`src/rtl/hazard_stall_unit_if.sv`:
```
// Control-path bundle between the pipeline and the hazard/stall unit:
// ID/EX/MEM hazard sources and dmem handshake in, stall/flush controls and counters out.
interface hazard_stall_unit_if #(
  parameter int CNT_W = 16
);
  logic [4:0]       rs1_ID;
  logic [4:0]       rs2_ID;
  logic             uses_rs1_ID;
  logic             uses_rs2_ID;
  logic             is_branch_ID;
  logic             branch_taken_ID;
  logic [4:0]       rd_EX;
  logic             RegWrite_EX;
  logic             MemRead_EX;
  logic [4:0]       rd_MEM;
  logic             MemRead_MEM;
  logic             dmem_req_MEM;
  logic             dmem_ready;
  logic             stall_IF;
  logic             stall_ID;
  logic             bubble_EX;
  logic             freeze;
  logic             flush_IF;
  logic             mem_timeout;
  logic [CNT_W-1:0] stall_cycles;
  logic [CNT_W-1:0] flush_count;

  modport master (
    output rs1_ID, rs2_ID, uses_rs1_ID, uses_rs2_ID, is_branch_ID, branch_taken_ID,
           rd_EX, RegWrite_EX, MemRead_EX, rd_MEM, MemRead_MEM, dmem_req_MEM, dmem_ready,
    input  stall_IF, stall_ID, bubble_EX, freeze, flush_IF, mem_timeout,
           stall_cycles, flush_count
  );

  modport slave (
    input  rs1_ID, rs2_ID, uses_rs1_ID, uses_rs2_ID, is_branch_ID, branch_taken_ID,
           rd_EX, RegWrite_EX, MemRead_EX, rd_MEM, MemRead_MEM, dmem_req_MEM, dmem_ready,
    output stall_IF, stall_ID, bubble_EX, freeze, flush_IF, mem_timeout,
           stall_cycles, flush_count
  );
endinterface

```
`src/rtl/hazard_stall_unit.sv`:
```
// Detects load-use, in-flight branch operand and dmem-wait hazards; drives stall,
// bubble, freeze and flush controls with a wait/timeout FSM and saturating counters.
module hazard_stall_unit #(
  parameter int TIMEOUT = 255,
  parameter int CNT_W   = 16
) (
  input logic                clk,
  input logic                rst_n,
  hazard_stall_unit_if.slave bus
);

  localparam int               WCW       = $clog2(TIMEOUT + 1);
  localparam logic [WCW-1:0]   TIMEOUT_V = WCW'(TIMEOUT);
  localparam logic [CNT_W-1:0] CNT_MAX   = '1;

  typedef enum logic [1:0] {RUN, WAIT, ERR} state_t;

  state_t           state_q, state_d;
  logic [WCW-1:0]   wait_cnt_q, wait_cnt_d;
  logic [CNT_W-1:0] stall_cycles_q, flush_count_q;

  logic ex_match, mem_match, load_use, br_haz, haz, mem_wait;

  // x0 is never a real producer, so a zero rd can never match
  assign ex_match  = (bus.rd_EX != 5'd0) &&
                     ((bus.rd_EX == bus.rs1_ID && bus.uses_rs1_ID) ||
                      (bus.rd_EX == bus.rs2_ID && bus.uses_rs2_ID));
  assign mem_match = (bus.rd_MEM != 5'd0) &&
                     ((bus.rd_MEM == bus.rs1_ID && bus.uses_rs1_ID) ||
                      (bus.rd_MEM == bus.rs2_ID && bus.uses_rs2_ID));

  assign load_use = bus.MemRead_EX && ex_match;
  assign br_haz   = bus.is_branch_ID &&
                    ((bus.RegWrite_EX && ex_match) || (bus.MemRead_MEM && mem_match));
  assign haz      = load_use || br_haz;
  assign mem_wait = bus.dmem_req_MEM && !bus.dmem_ready;

  always_ff @(posedge clk or negedge rst_n) begin
    if (!rst_n) begin
      state_q    <= RUN;
      wait_cnt_q <= '0;
    end else begin
      state_q    <= state_d;
      wait_cnt_q <= wait_cnt_d;
    end
  end

  always_comb begin
    state_d    = state_q;
    wait_cnt_d = wait_cnt_q;
    unique case (state_q)
      RUN: begin
        if (mem_wait) begin
          state_d    = WAIT;
          wait_cnt_d = WCW'(1);
        end
      end
      WAIT: begin
        if (bus.dmem_ready) begin
          state_d    = RUN;
          wait_cnt_d = '0;
        end else if (wait_cnt_q == TIMEOUT_V) begin
          state_d = ERR;
        end else begin
          wait_cnt_d = wait_cnt_q + WCW'(1);
        end
      end
      ERR:     state_d = ERR;
      default: state_d = RUN;
    endcase
  end

  // Freeze beats hazards, hazards beat the taken-branch flush
  always_comb begin
    bus.stall_IF  = 1'b0;
    bus.stall_ID  = 1'b0;
    bus.bubble_EX = 1'b0;
    bus.freeze    = 1'b0;
    bus.flush_IF  = 1'b0;
    if (rst_n) begin
      if (mem_wait || state_q == ERR) begin
        bus.freeze   = 1'b1;
        bus.stall_IF = 1'b1;
        bus.stall_ID = 1'b1;
      end else if (haz) begin
        bus.stall_IF  = 1'b1;
        bus.stall_ID  = 1'b1;
        bus.bubble_EX = 1'b1;
      end else if (bus.branch_taken_ID) begin
        bus.flush_IF = 1'b1;
      end
    end
  end

  always_ff @(posedge clk or negedge rst_n) begin
    if (!rst_n) begin
      stall_cycles_q <= '0;
      flush_count_q  <= '0;
    end else begin
      if (bus.stall_IF && stall_cycles_q != CNT_MAX)
        stall_cycles_q <= stall_cycles_q + CNT_W'(1);
      if (bus.flush_IF && flush_count_q != CNT_MAX)
        flush_count_q <= flush_count_q + CNT_W'(1);
    end
  end

  assign bus.mem_timeout  = (state_q == ERR);
  assign bus.stall_cycles = stall_cycles_q;
  assign bus.flush_count  = flush_count_q;

endmodule

```
`src/flat_wrapper.sv`:
```
// flat-port wrapper written by rule: the top's interface ports become plain ports
module hazard_stall_unit_flat 
#(
  parameter int TIMEOUT = 255,
  parameter int CNT_W   = 16
)
  (clk, rst_n, bus_rs1_ID, bus_rs2_ID, bus_uses_rs1_ID, bus_uses_rs2_ID, bus_is_branch_ID, bus_branch_taken_ID, bus_rd_EX, bus_RegWrite_EX, bus_MemRead_EX, bus_rd_MEM, bus_MemRead_MEM, bus_dmem_req_MEM, bus_dmem_ready, bus_stall_IF, bus_stall_ID, bus_bubble_EX, bus_freeze, bus_flush_IF, bus_mem_timeout, bus_stall_cycles, bus_flush_count);
  hazard_stall_unit_if #(.CNT_W(CNT_W)) bus_i ();
  input logic clk;
  input logic rst_n;
  input wire logic [$bits(bus_i.rs1_ID)-1:0] bus_rs1_ID;
  input wire logic [$bits(bus_i.rs2_ID)-1:0] bus_rs2_ID;
  input wire logic [$bits(bus_i.uses_rs1_ID)-1:0] bus_uses_rs1_ID;
  input wire logic [$bits(bus_i.uses_rs2_ID)-1:0] bus_uses_rs2_ID;
  input wire logic [$bits(bus_i.is_branch_ID)-1:0] bus_is_branch_ID;
  input wire logic [$bits(bus_i.branch_taken_ID)-1:0] bus_branch_taken_ID;
  input wire logic [$bits(bus_i.rd_EX)-1:0] bus_rd_EX;
  input wire logic [$bits(bus_i.RegWrite_EX)-1:0] bus_RegWrite_EX;
  input wire logic [$bits(bus_i.MemRead_EX)-1:0] bus_MemRead_EX;
  input wire logic [$bits(bus_i.rd_MEM)-1:0] bus_rd_MEM;
  input wire logic [$bits(bus_i.MemRead_MEM)-1:0] bus_MemRead_MEM;
  input wire logic [$bits(bus_i.dmem_req_MEM)-1:0] bus_dmem_req_MEM;
  input wire logic [$bits(bus_i.dmem_ready)-1:0] bus_dmem_ready;
  output wire logic [$bits(bus_i.stall_IF)-1:0] bus_stall_IF;
  output wire logic [$bits(bus_i.stall_ID)-1:0] bus_stall_ID;
  output wire logic [$bits(bus_i.bubble_EX)-1:0] bus_bubble_EX;
  output wire logic [$bits(bus_i.freeze)-1:0] bus_freeze;
  output wire logic [$bits(bus_i.flush_IF)-1:0] bus_flush_IF;
  output wire logic [$bits(bus_i.mem_timeout)-1:0] bus_mem_timeout;
  output wire logic [$bits(bus_i.stall_cycles)-1:0] bus_stall_cycles;
  output wire logic [$bits(bus_i.flush_count)-1:0] bus_flush_count;
  assign bus_i.rs1_ID = bus_rs1_ID;
  assign bus_i.rs2_ID = bus_rs2_ID;
  assign bus_i.uses_rs1_ID = bus_uses_rs1_ID;
  assign bus_i.uses_rs2_ID = bus_uses_rs2_ID;
  assign bus_i.is_branch_ID = bus_is_branch_ID;
  assign bus_i.branch_taken_ID = bus_branch_taken_ID;
  assign bus_i.rd_EX = bus_rd_EX;
  assign bus_i.RegWrite_EX = bus_RegWrite_EX;
  assign bus_i.MemRead_EX = bus_MemRead_EX;
  assign bus_i.rd_MEM = bus_rd_MEM;
  assign bus_i.MemRead_MEM = bus_MemRead_MEM;
  assign bus_i.dmem_req_MEM = bus_dmem_req_MEM;
  assign bus_i.dmem_ready = bus_dmem_ready;
  assign bus_stall_IF = bus_i.stall_IF;
  assign bus_stall_ID = bus_i.stall_ID;
  assign bus_bubble_EX = bus_i.bubble_EX;
  assign bus_freeze = bus_i.freeze;
  assign bus_flush_IF = bus_i.flush_IF;
  assign bus_mem_timeout = bus_i.mem_timeout;
  assign bus_stall_cycles = bus_i.stall_cycles;
  assign bus_flush_count = bus_i.flush_count;
  hazard_stall_unit #(.TIMEOUT(TIMEOUT), .CNT_W(CNT_W)) u_core (.clk(clk), .rst_n(rst_n), .bus(bus_i));
endmodule
```
`config.mk`:
```
export PLATFORM = sky130hd
export DESIGN_NAME = hazard_stall_unit_flat
export DESIGN_NICKNAME = d
export VERILOG_FILES = /design/src/rtl/hazard_stall_unit_if.sv /design/src/rtl/hazard_stall_unit.sv /design/src/flat_wrapper.sv
export SDC_FILE = /design/constraint.sdc
export NUM_CORES = 1
export LEC_CHECK = 0
export ABC_AREA = 1
export BUFFER_PORTS_ARGS = -buffer_cell sky130_fd_sc_hd__buf_2
export CAP_MARGIN = 30
export CORE_MARGIN = 3
export CORE_UTILIZATION = 35
export CTS_BUF_LIST = sky130_fd_sc_hd__clkbuf_16
export CTS_CLUSTER_DIAMETER = 150
export DETAILED_ROUTE_END_ITERATION = 6
export GPL_ROUTABILITY_DRIVEN = 0
export SLEW_MARGIN = 10
export SYNTH_ARGS = -nofsm -noshare
export SYNTH_HDL_FRONTEND = slang
export SYNTH_SLANG_ARGS = --single-unit
```
`constraint.sdc`:
```
create_clock -name clk -period 2.95 [get_ports clk]
set_input_delay 0.4425 -clock clk [delete_from_list [all_inputs] [get_ports clk]]
set_output_delay 0.4425 -clock clk [all_outputs]
set_load 0.05 [all_outputs]
```
==> results, run 1 <==
- The die is 98.1 microns tall.
- Counting I/O delays and the setup requirement, the final critical path takes 2.23 ns.
- In the final timing run, aggregate negative setup slack is 0 ns.
- The mux cell area share after synthesis is 0.
- The remaining global-route overflow is 0.
- The final routed wire length divided by cell count is 11.9 microns.
- The pin slew with the least headroom to its limit is 0.633 ns.
- The area share of fa/ha/maj cells after synthesis is 0.0126.
- The global router's overall resource usage is 0.158.
- In the final layout, the share of cells above drive strength 1 is 0.203.
- For this run, global-route usage on met2 was measured as 0.254.
- The via density per instance is 4.83.
- The multi-input combinational cells in the finished layout cover a total of between 1500 and 2000 sq um.
- The length of the first detailed-routing pass in iterations is 4.
- In this design, the critical path's most frequently occurring cell is sky130_fd_sc_hd__nand2_1.
- The area share of and/or/nand/nor cells after synthesis is 0.438.
- The starting density of the core is 0.372.
- The critical path capture point type is an output pin.
- The met3 layer usage reported by global route is 0.0343.
- The antenna diode count is 0.
- The floorplan die area is 9620 sq um.
- The compound-cell area share of the yosys netlist came to 0.0257.
- The slowest library cell on the worst path is sky130_fd_sc_hd__buf_2.
- The worst-case IR drop observed on VDD is 0.000282 V.
- The post-CTS setup buffer count is 0.
- The total nets after synthesis is 472.
- The number of ports placed on the die boundary is 69.
- In this run the cell area measured after placement is ~3400 sq um.
- Across the routed clock network, the largest skew measured is ~0.0062 ns.
- Once layout is done, the placed cells without fillers occupy 3540 sq um.
- The H-tree was split into 2 levels.
- The count of buffers added on input and output ports is 68.
- STA classifies the critical path startpoint as an input port.
- The final-stage net count is 540.
- The max-slew violation count is 0.
- Measured on the finished design, the core utilization comes to 0.444.
- The analysis attributes to cell leakage a power of 1.99 nW.
- The chip width is about 100 microns.
- Entering global routing, the biggest net connects 32 pins.
- In this run, post-CTS repair resized a total of 0 instances.
- Data on the critical path is required at its endpoint by 2.51 ns.
- For this block, the initial DRC count from the detailed router was 97.
- Synthesis instantiated 32 different standard cells from the library.
- The tightest min-delay check is of the in2async type.
- Clock-pin slew was measured on the worst setup and hold paths at roughly 0.060 ns.
- The maximum fanout along the worst path is 3.
- The share of the cycle needed by the critical path after routing is 0.757.
- The filler cells instantiated in the layout total 862.
- In this run, post-CTS hold repair placed 0 buffers.
- The post-synthesis instance total is 438.
- The count of max-cap constraint violations is 0.
- The number of nets with antenna violations after routing is 0.
- The via count of the first global-routing pass is about 2900.
- TritonCTS built the clock tree.
- For the worst setup path, the data arrival time is between 1.5 and 2 ns.
- The synthesis-to-finish area growth is 19.2%.
- The routed design has 7.27 mm of wire.
- The placed wire-length estimate after detailed placement is 5.57 mm.
- Setup violations remaining at the end of the flow were counted as 0.
- TritonCTS created 5 clock buffers.
- The path type of the worst setup path is in2out.
- Yosys printed 0 warnings.
- The sequential element share of the synthesized area is 0.354.
- The first-pass GRT wire length is 12.9 mm.
- The count of vias placed by the detailed router is roughly 3000.
- The hold violation count in the final report is 0.
- Measured against its own limit, the worst slew margin works out to 0.576.
- The run finished with clean final reports.
- After the flow finishes, the layout carries non-filler instances totaling 609.
- Based on the critical path, the design can be clocked at up to 448 MHz.
- The row count is 32.
- By area, the combinational part of the netlist is dominated by simple AND/OR/NAND/NOR gates.
- Of the total synthesized cell area, the portion taken by XOR and XNOR cells is 0.0885.
- Setup repair after global routing left no endpoint under its margin.
- CTS placed an instance of sky130_fd_sc_hd__clkbuf_16 at the clock tree root.
- The critical path goes through buf_2 > inv_2 > nand2_1 > nand2_1 > nor2_1 > nand3_1 > nand2_1 > nand2_1 > nand2_1 > inv_1 > a21oi_1 > buf_2.
- The overall power consumption is roughly 1.8 mW.
- The worst-skew pair later-pin latency is roughly 0.28 ns.
- Synthesis inferred 42 register bits.
- The core area is 7970 sq um.
- The global-route track usage on met1 is 0.219.
- Setup slack closes at 0.717 ns.
- Before CTS, the worst setup slack after placement is 0.738 ns.
- The total instance count after detailed placement is 601.
- The initial antenna violation count is 0.
- The most heavily used metal layer in global routing is met2.
- The register area is around 1100 sq um.
- In this run the power density over the cells is 508 nW/um^2.
- The delay contributed by the slowest stage of the critical path is 0.31 ns.
- CTS saw 42 sinks.
- The per-instance average area after synthesis is 6.78 sq um.
- The largest buffer count on any clock path is 2.
- On the final layout, the worst hold slack is 0.242 ns.
- After detailed routing, the number of remaining DRC violations is 0.
- The netlist area before placement is 2970 sq um.
report_power, final:
part	switching [mW]	leakage, nW	internal (mW)
logic	0.387	1.35	0.148
clock network	0.226	0.0672	0.309
registers	0.0903	0.573	0.636
total	0.704	1.99	1.09
logic make-up after synthesis:
family	after synthesis
buffers and inverters	57
flip-flops	42
AO/OA/AOI/OAI	14
AND/OR/NAND/NOR	292
adder cells (fa/ha/maj)	3
XOR/XNOR	30
registers in the layout (all words and copies together), names as in the netlist:
register,count
u_core.bus.stall_cycles,16
u_core.bus.flush_count,16
u_core.state_q,2
u_core.wait_cnt_q,8
final timing paths:
check / endpoint / slack, ns / start / cells past startpoint
hold / removal: u_core.bus.flush_count[3]$_DFFE_PN0P_ / 0.24 / rst_n / 2
min in group clk: u_core.state_q[0]$_DFFE_PN0P_ / 0.48 / bus_dmem_req_MEM / 3
setup / recovery: bus_stall_ID / 0.72 / bus_rd_EX[3] / 12
hold reg to reg: u_core.state_q[0]$_DFFE_PN0P_ / 0.50 / u_core.state_q[0]$_DFFE_PN0P_ / 1
max in group asynchronous: u_core.wait_cnt_q[6]$_DFFE_PN0P_ / 2.00 / rst_n / 3
setup reg to reg: u_core.bus.stall_cycles[8]$_DFFE_PN0P_ / 0.81 / u_core.bus.stall_cycles[0]$_DFFE_PN0P_ / 8
layout by cell type (no fill, tap or decap), types with 2 or more instances in the layout:
cell                          n
sky130_fd_sc_hd__clkbuf_16    5
sky130_fd_sc_hd__dfrtp_1     42
sky130_fd_sc_hd__nor2_1      39
sky130_fd_sc_hd__nor3_1       7
sky130_fd_sc_hd__o21ai_1      3
sky130_fd_sc_hd__inv_1       32
sky130_fd_sc_hd__nand3_2      3
sky130_fd_sc_hd__xor2_1      17
sky130_fd_sc_hd__o21ai_0      3
sky130_fd_sc_hd__a21oi_1      5
sky130_fd_sc_hd__nand4_1     29
sky130_fd_sc_hd__nand2_1    165
sky130_fd_sc_hd__buf_2       68
sky130_fd_sc_hd__nand3_1     39
sky130_fd_sc_hd__ha_1         3
sky130_fd_sc_hd__inv_2       15
sky130_fd_sc_hd__xnor2_1     13
sky130_fd_sc_hd__nor2_2       2
sky130_fd_sc_hd__buf_4        3
routing by layer:
| metal | vias to the layer above | wire (microns) |
|---|---|---|
| li1 | 1536 | - |
| met1 | 1335 | 3420 |
| met2 | 62 | 3400 |
| met3 | 6 | 378 |
| met4 | 0 | 69 |
| met5 | - | 0 |
final cells by class:
type / count / area share
multi-input cells: 339 / 0.474
flip-flops and latches: 42 / 0.297
repair buffers: 71 / 0.103
inverters: 47 / 0.0499
well taps: 102 / 0.0361
clock buffers: 5 / 0.0354
clock inverters: 3 / 0.00460
synthesized netlist by cell type:
master / instances / area share
sky130_fd_sc_hd__nand2_1: 165 / 0.21
sky130_fd_sc_hd__dfrtp_1: 42 / 0.35
sky130_fd_sc_hd__nand3_1: 39 / 0.066
sky130_fd_sc_hd__nor2_1: 39 / 0.049
sky130_fd_sc_hd__inv_1: 32 / 0.040
sky130_fd_sc_hd__nand4_1: 29 / 0.061
sky130_fd_sc_hd__xor2_1: 17 / 0.050
sky130_fd_sc_hd__inv_2: 15 / 0.019
sky130_fd_sc_hd__xnor2_1: 13 / 0.038
sky130_fd_sc_hd__nor3_1: 7 / 0.012
sky130_fd_sc_hd__a21oi_1: 5 / 0.0084
sky130_fd_sc_hd__ha_1: 3 / 0.013
sky130_fd_sc_hd__nand3_2: 3 / 0.010
sky130_fd_sc_hd__o21ai_0: 3 / 0.0051
sky130_fd_sc_hd__o21ai_1: 3 / 0.0051
sky130_fd_sc_hd__buf_1: 2 / 0.0025
sky130_fd_sc_hd__buf_2: 2 / 0.0034
sky130_fd_sc_hd__buf_4: 2 / 0.0051
sky130_fd_sc_hd__buf_6: 2 / 0.0076
sky130_fd_sc_hd__clkbuf_1: 2 / 0.0025
sky130_fd_sc_hd__nor2_2: 2 / 0.0042
sky130_fd_sc_hd__nand2_2: 1 / 0.0021
sky130_fd_sc_hd__nand3_4: 1 / 0.0059
sky130_fd_sc_hd__nand3b_1: 1 / 0.0025
sky130_fd_sc_hd__nand3b_4: 1 / 0.0067
sky130_fd_sc_hd__nor2_4: 1 / 0.0038
sky130_fd_sc_hd__nor4_1: 1 / 0.0021
sky130_fd_sc_hd__o21bai_1: 1 / 0.0025
sky130_fd_sc_hd__o22ai_1: 1 / 0.0021
sky130_fd_sc_hd__o31ai_1: 1 / 0.0025
sky130_fd_sc_hd__or2_2: 1 / 0.0021
sky130_fd_sc_hd__or3_1: 1 / 0.0021
critical path: cells and delay by family:
kind / cells / cell delay (ns)
and+or+nand+nor: 7 / 0.60
buffers and inverters: 4 / 0.53
AOI/OAI and AO/OA: 1 / 0.21
Note: power is estimated with default switching activity, not from simulation.
==> run 2: changes to the inputs <==
Settings changed: ABC_AREA 1 to 0.
Clock period 2.95 ns to 1.9 ns, I/O delays scaled along.
==> run 2 against run 1 <==
Compared with the run above: the flow now finishes with violations (negative setup slack); synthesized cell count shrank 48%; routed wire length down 23%; via count fell by 31%; setup slack lost 0.72 ns; utilization up 8.9 points; total power up 67%; cell area fell by 7.7%; largest power group unchanged.
==> results, run 2 <==
- The global router's overall resource usage is 0.153.
- The height of the die is 87.1 microns.
- The worst-skew pair later-pin latency is 0.28 ns.
- In this design, the critical path's most frequently occurring cell is sky130_fd_sc_hd__buf_6.
- The share of the synthesized area in the top cell type is 0.457.
- The most frequent standard cell in the layout excluding fill and tap cells is sky130_fd_sc_hd__buf_2.
- In this run the remaining antenna-violating nets after routing total 0.
- The power density of the placed cells is 921 nW/um^2.
- The antenna diode count is 0.
- The number of cells on the critical path is 7.
- The worst setup path is launched from an input port.
- The number of buffers added to fix hold violations after cts is 0.
- The share of flip-flops with an asynchronous set or reset after synthesis is 1.00.
- The commonest register cell after synthesis is sky130_fd_sc_hd__dfrtp_1.
- The netlist area before placement is 2300 sq um.
- The number of I/O port buffers is around 70.
- Counting every sink on the clock net gives 42.
- The kind of cell with the highest combined delay along the critical path is compound AO/OA/AOI/OAI gates.
- Data arrives at the worst endpoint at 1.62 ns.
- The initial antenna violation count is 0.
- Dividing the detail-routed via count by the number of cells gives between 4 and 5.
- The number of buffers added by the clock tree synthesis step is 5.
- After synthesis, the most frequently instantiated cells are sky130_fd_sc_hd__xnor2_1 (48), sky130_fd_sc_hd__dfrtp_1 (42), sky130_fd_sc_hd__nand4_1 (21), sky130_fd_sc_hd__nand2_1 (20), sky130_fd_sc_hd__nand3_1 (18).
- The hold violation count in the final report is 0.
- Walking the worst path, the cells encountered are buf_6 > or3_4 > o311a_4 > a22oi_2 > buf_6 > a21boi_4 > buf_6.
- The floorplan die area is 7590 sq um.
- The slowest stage of the critical path is the sky130_fd_sc_hd__or3_4 cell.
- For this run, design rule violations remaining after detail routing come to 0.
- The root cell of the clock tree is sky130_fd_sc_hd__clkbuf_16.
- The critical path contains buffers and inverters numbering 3 combined.
- The netlist uses 32 different library cells.
- The biggest area consumer among synthesized cells is sky130_fd_sc_hd__dfrtp_1.
- Of the cells placed in the final design, the portion with a size suffix greater than 1 is 0.415.
- The per-instance average area after synthesis is 10.1 sq um.
- Entering global routing, the biggest net connects 29 pins.
- The total of warnings raised by yosys is 0.
- The TritonCTS clock tree is built.
- The path type of the worst setup path is in2out.
- The largest buffer count on any clock path is 2.
- For the pin with the worst max-slew slack, the measured transition is 0.518 ns.
- The max-slew violation count is 0.
- In this run the worst hold path is classified as in2async.
- The maximum fanout along the worst path is 3.
- The routed design could run at a clock period as short as around 1.9 ns.
- The largest single stage delay on the critical path is 0.37 ns.
- The data required time at the worst endpoint is 1.62 ns.
- The number of nets in the synthesized netlist is 263.
- The clock transition at the register clock pins on the worst setup and hold paths after CTS is 0.06 ns.
- For this run the aggregate overflow at the end of global routing stands at 0.
- The cell count after synthesis came out at between 200 and 250.
- Setup repair after global routing could not meet its margin everywhere.
- The core area is about 6000 sq um.
- The chip width is between 80 and 90 microns.
- The count of flip-flops with a built-in enable after synthesis is 0.
- The synthesized flop and latch total is 42.
- The synthesis-to-finish area growth is 41.8%.
- With fillers left out, the area of the finished cells amounts to 3270 sq um.
- After synthesis, the cell types taking the most area are sky130_fd_sc_hd__dfrtp_1 (46%), sky130_fd_sc_hd__xnor2_1 (18%), sky130_fd_sc_hd__nand4_1 (5.7%).
- The tool flagged a number of max-cap violations equal to 0.
- The most frequent cell after synthesis is sky130_fd_sc_hd__xnor2_1.
- After layout, the worst setup slack is -0.00277 ns.
- The maximum VDD drop is 0.000645 V.
- The length of the first detailed-routing pass in iterations is 5.
- The first global-routing pass estimated between 9 and 10 mm of wire.
- The via count of the first global-routing pass is around 2000.
- For this block, the routed nets add up to 5.62 mm of wire.
- The critical path capture point type is an output pin.
- Derived from the worst setup path, the maximum achievable clock frequency is roughly 530 MHz.
- The placed instances occupy a cell area of 2980 sq um.
- Across all layers, the routed design uses 2029 vias.
- The run finished, with violations left.
- The final reports fail on negative setup slack.
- Setup violations remaining at the end of the flow were counted as 3.
- Once layout is complete, the utilization of the core stands at 0.533.
- The depth of the CTS H-tree is 2.
- The library cells used most frequently in the layout, excluding fill and tap cells, are sky130_fd_sc_hd__buf_2 (62), sky130_fd_sc_hd__xnor2_1 (46), sky130_fd_sc_hd__buf_4 (33), sky130_fd_sc_hd__dfrtp_1 (33), sky130_fd_sc_hd__nand4_1 (21).
- The initial utilization of the core area, before any placement, comes to 0.376.
- The placed wire-length estimate after detailed placement is 4.19 mm.
- At the end of the flow, the number of nets in the layout was 370.
- For this design the static power due to leakage is 1.51 nW.
- The final routed wire length divided by cell count is 13.6 microns.
- For the final database, setup skew stands at 0.00876 ns.
- 69 I/O pins were placed.
- The sequential element share of the synthesized area is 0.457.
- The number of cells on the worst reg-to-reg path is 5.
- In this run, the number of DRC markers left after iteration 0 of detailed routing was about 100.
- Headroom to the max-slew limit came out at 0.655.
- The row count is 28.
- The share of the cycle needed by the critical path after routing is 1.00.
- The total negative slack is -0.00797 ns.
run 2: changes by cell type in the layout (fill, tap and decap cells not counted), sizes merged, moves of 4 or more:
cell   before  now
nand2     166   20
inv        47    7
xnor2      13   48
buf        71  103
nand3      43   18
nor2       42   17
xor2       17    5
nand4      29   21
and3        0    6
a21oi       5    9
run 2: repair_timing:
| item | 4_1_cts | 5_1_grt |
|---|---|---|
| pin swaps | 0 | 9 |
| buffers inserted | 1 | 3 |
| resized for setup | 16 | 11 |
| endpoints found under the setup margin | 4 | 24 |
run 2: cell families after synthesis:
group           count (synthesis)  share of synthesized area
buf+inv                         9                     0.0212
simple gates                   97                      0.213
compound gates                 22                     0.0772
mux                             3                     0.0147
xor+xnor                       53                      0.202
flops                          42                      0.457
fa+ha+maj                       3                     0.0163
run 2: through the flow:
stage                     instances  power, mW  hold WS, ns  setup slack (ns)
after floorplan                 229       1.79      -0.0106            -0.522
after global placement          400       2.16        0.323            -0.234
after detailed placement        400       2.17        0.341            -0.257
after CTS                       409       3.01       0.0411          -0.00630
after global routing            412       3.17       0.0555           -0.0440
final                           412       3.01       0.0331          -0.00277
run 2: final timing paths:
path	from	to	slack [ns]
hold / removal	rst_n	u_core.bus.flush_count[9]$_DFFE_PN0P_	0.03
max in group asynchronous	rst_n	u_core.bus.stall_cycles[11]$_DFFE_PN0P_	1.53
setup reg to reg	u_core.bus.flush_count[4]$_DFFE_PN0P_	u_core.bus.flush_count[1]$_DFFE_PN0P_	0.13
setup / recovery	bus_rd_MEM[1]	bus_stall_ID	-0.003
hold reg to reg	u_core.bus.stall_cycles[12]$_DFFE_PN0P_	u_core.bus.stall_cycles[12]$_DFFE_PN0P_	0.49
min in group clk	bus_dmem_req_MEM	u_core.state_q[0]$_DFFE_PN0P_	0.31
run 2: layer usage:
layer	global-route usage	vias to the layer above	part of all wire
li1	-	1014	-
met1	0.204	943	0.46
met2	0.246	63	0.46
met3	0.0284	9	0.058
met4	0.0600	0	0.021
met5	0	-	0
run 2: cell type report:
type | instances | area (sq um)
flip-flops and latches | 42 | 1060
clock inverters | 3 | 13.8
repair buffers | 103 | 652
inverters | 6 | 22.5
multi-input cells | 178 | 1300
fillers | 563 | 2870
well taps | 75 | 93.8
clock buffers | 5 | 125
run 2: report_power, final:
group	internal (mW)	switching, mW
Combinational	0.395	0.695
Sequential	1.02	0.0955
Clock	0.477	0.328
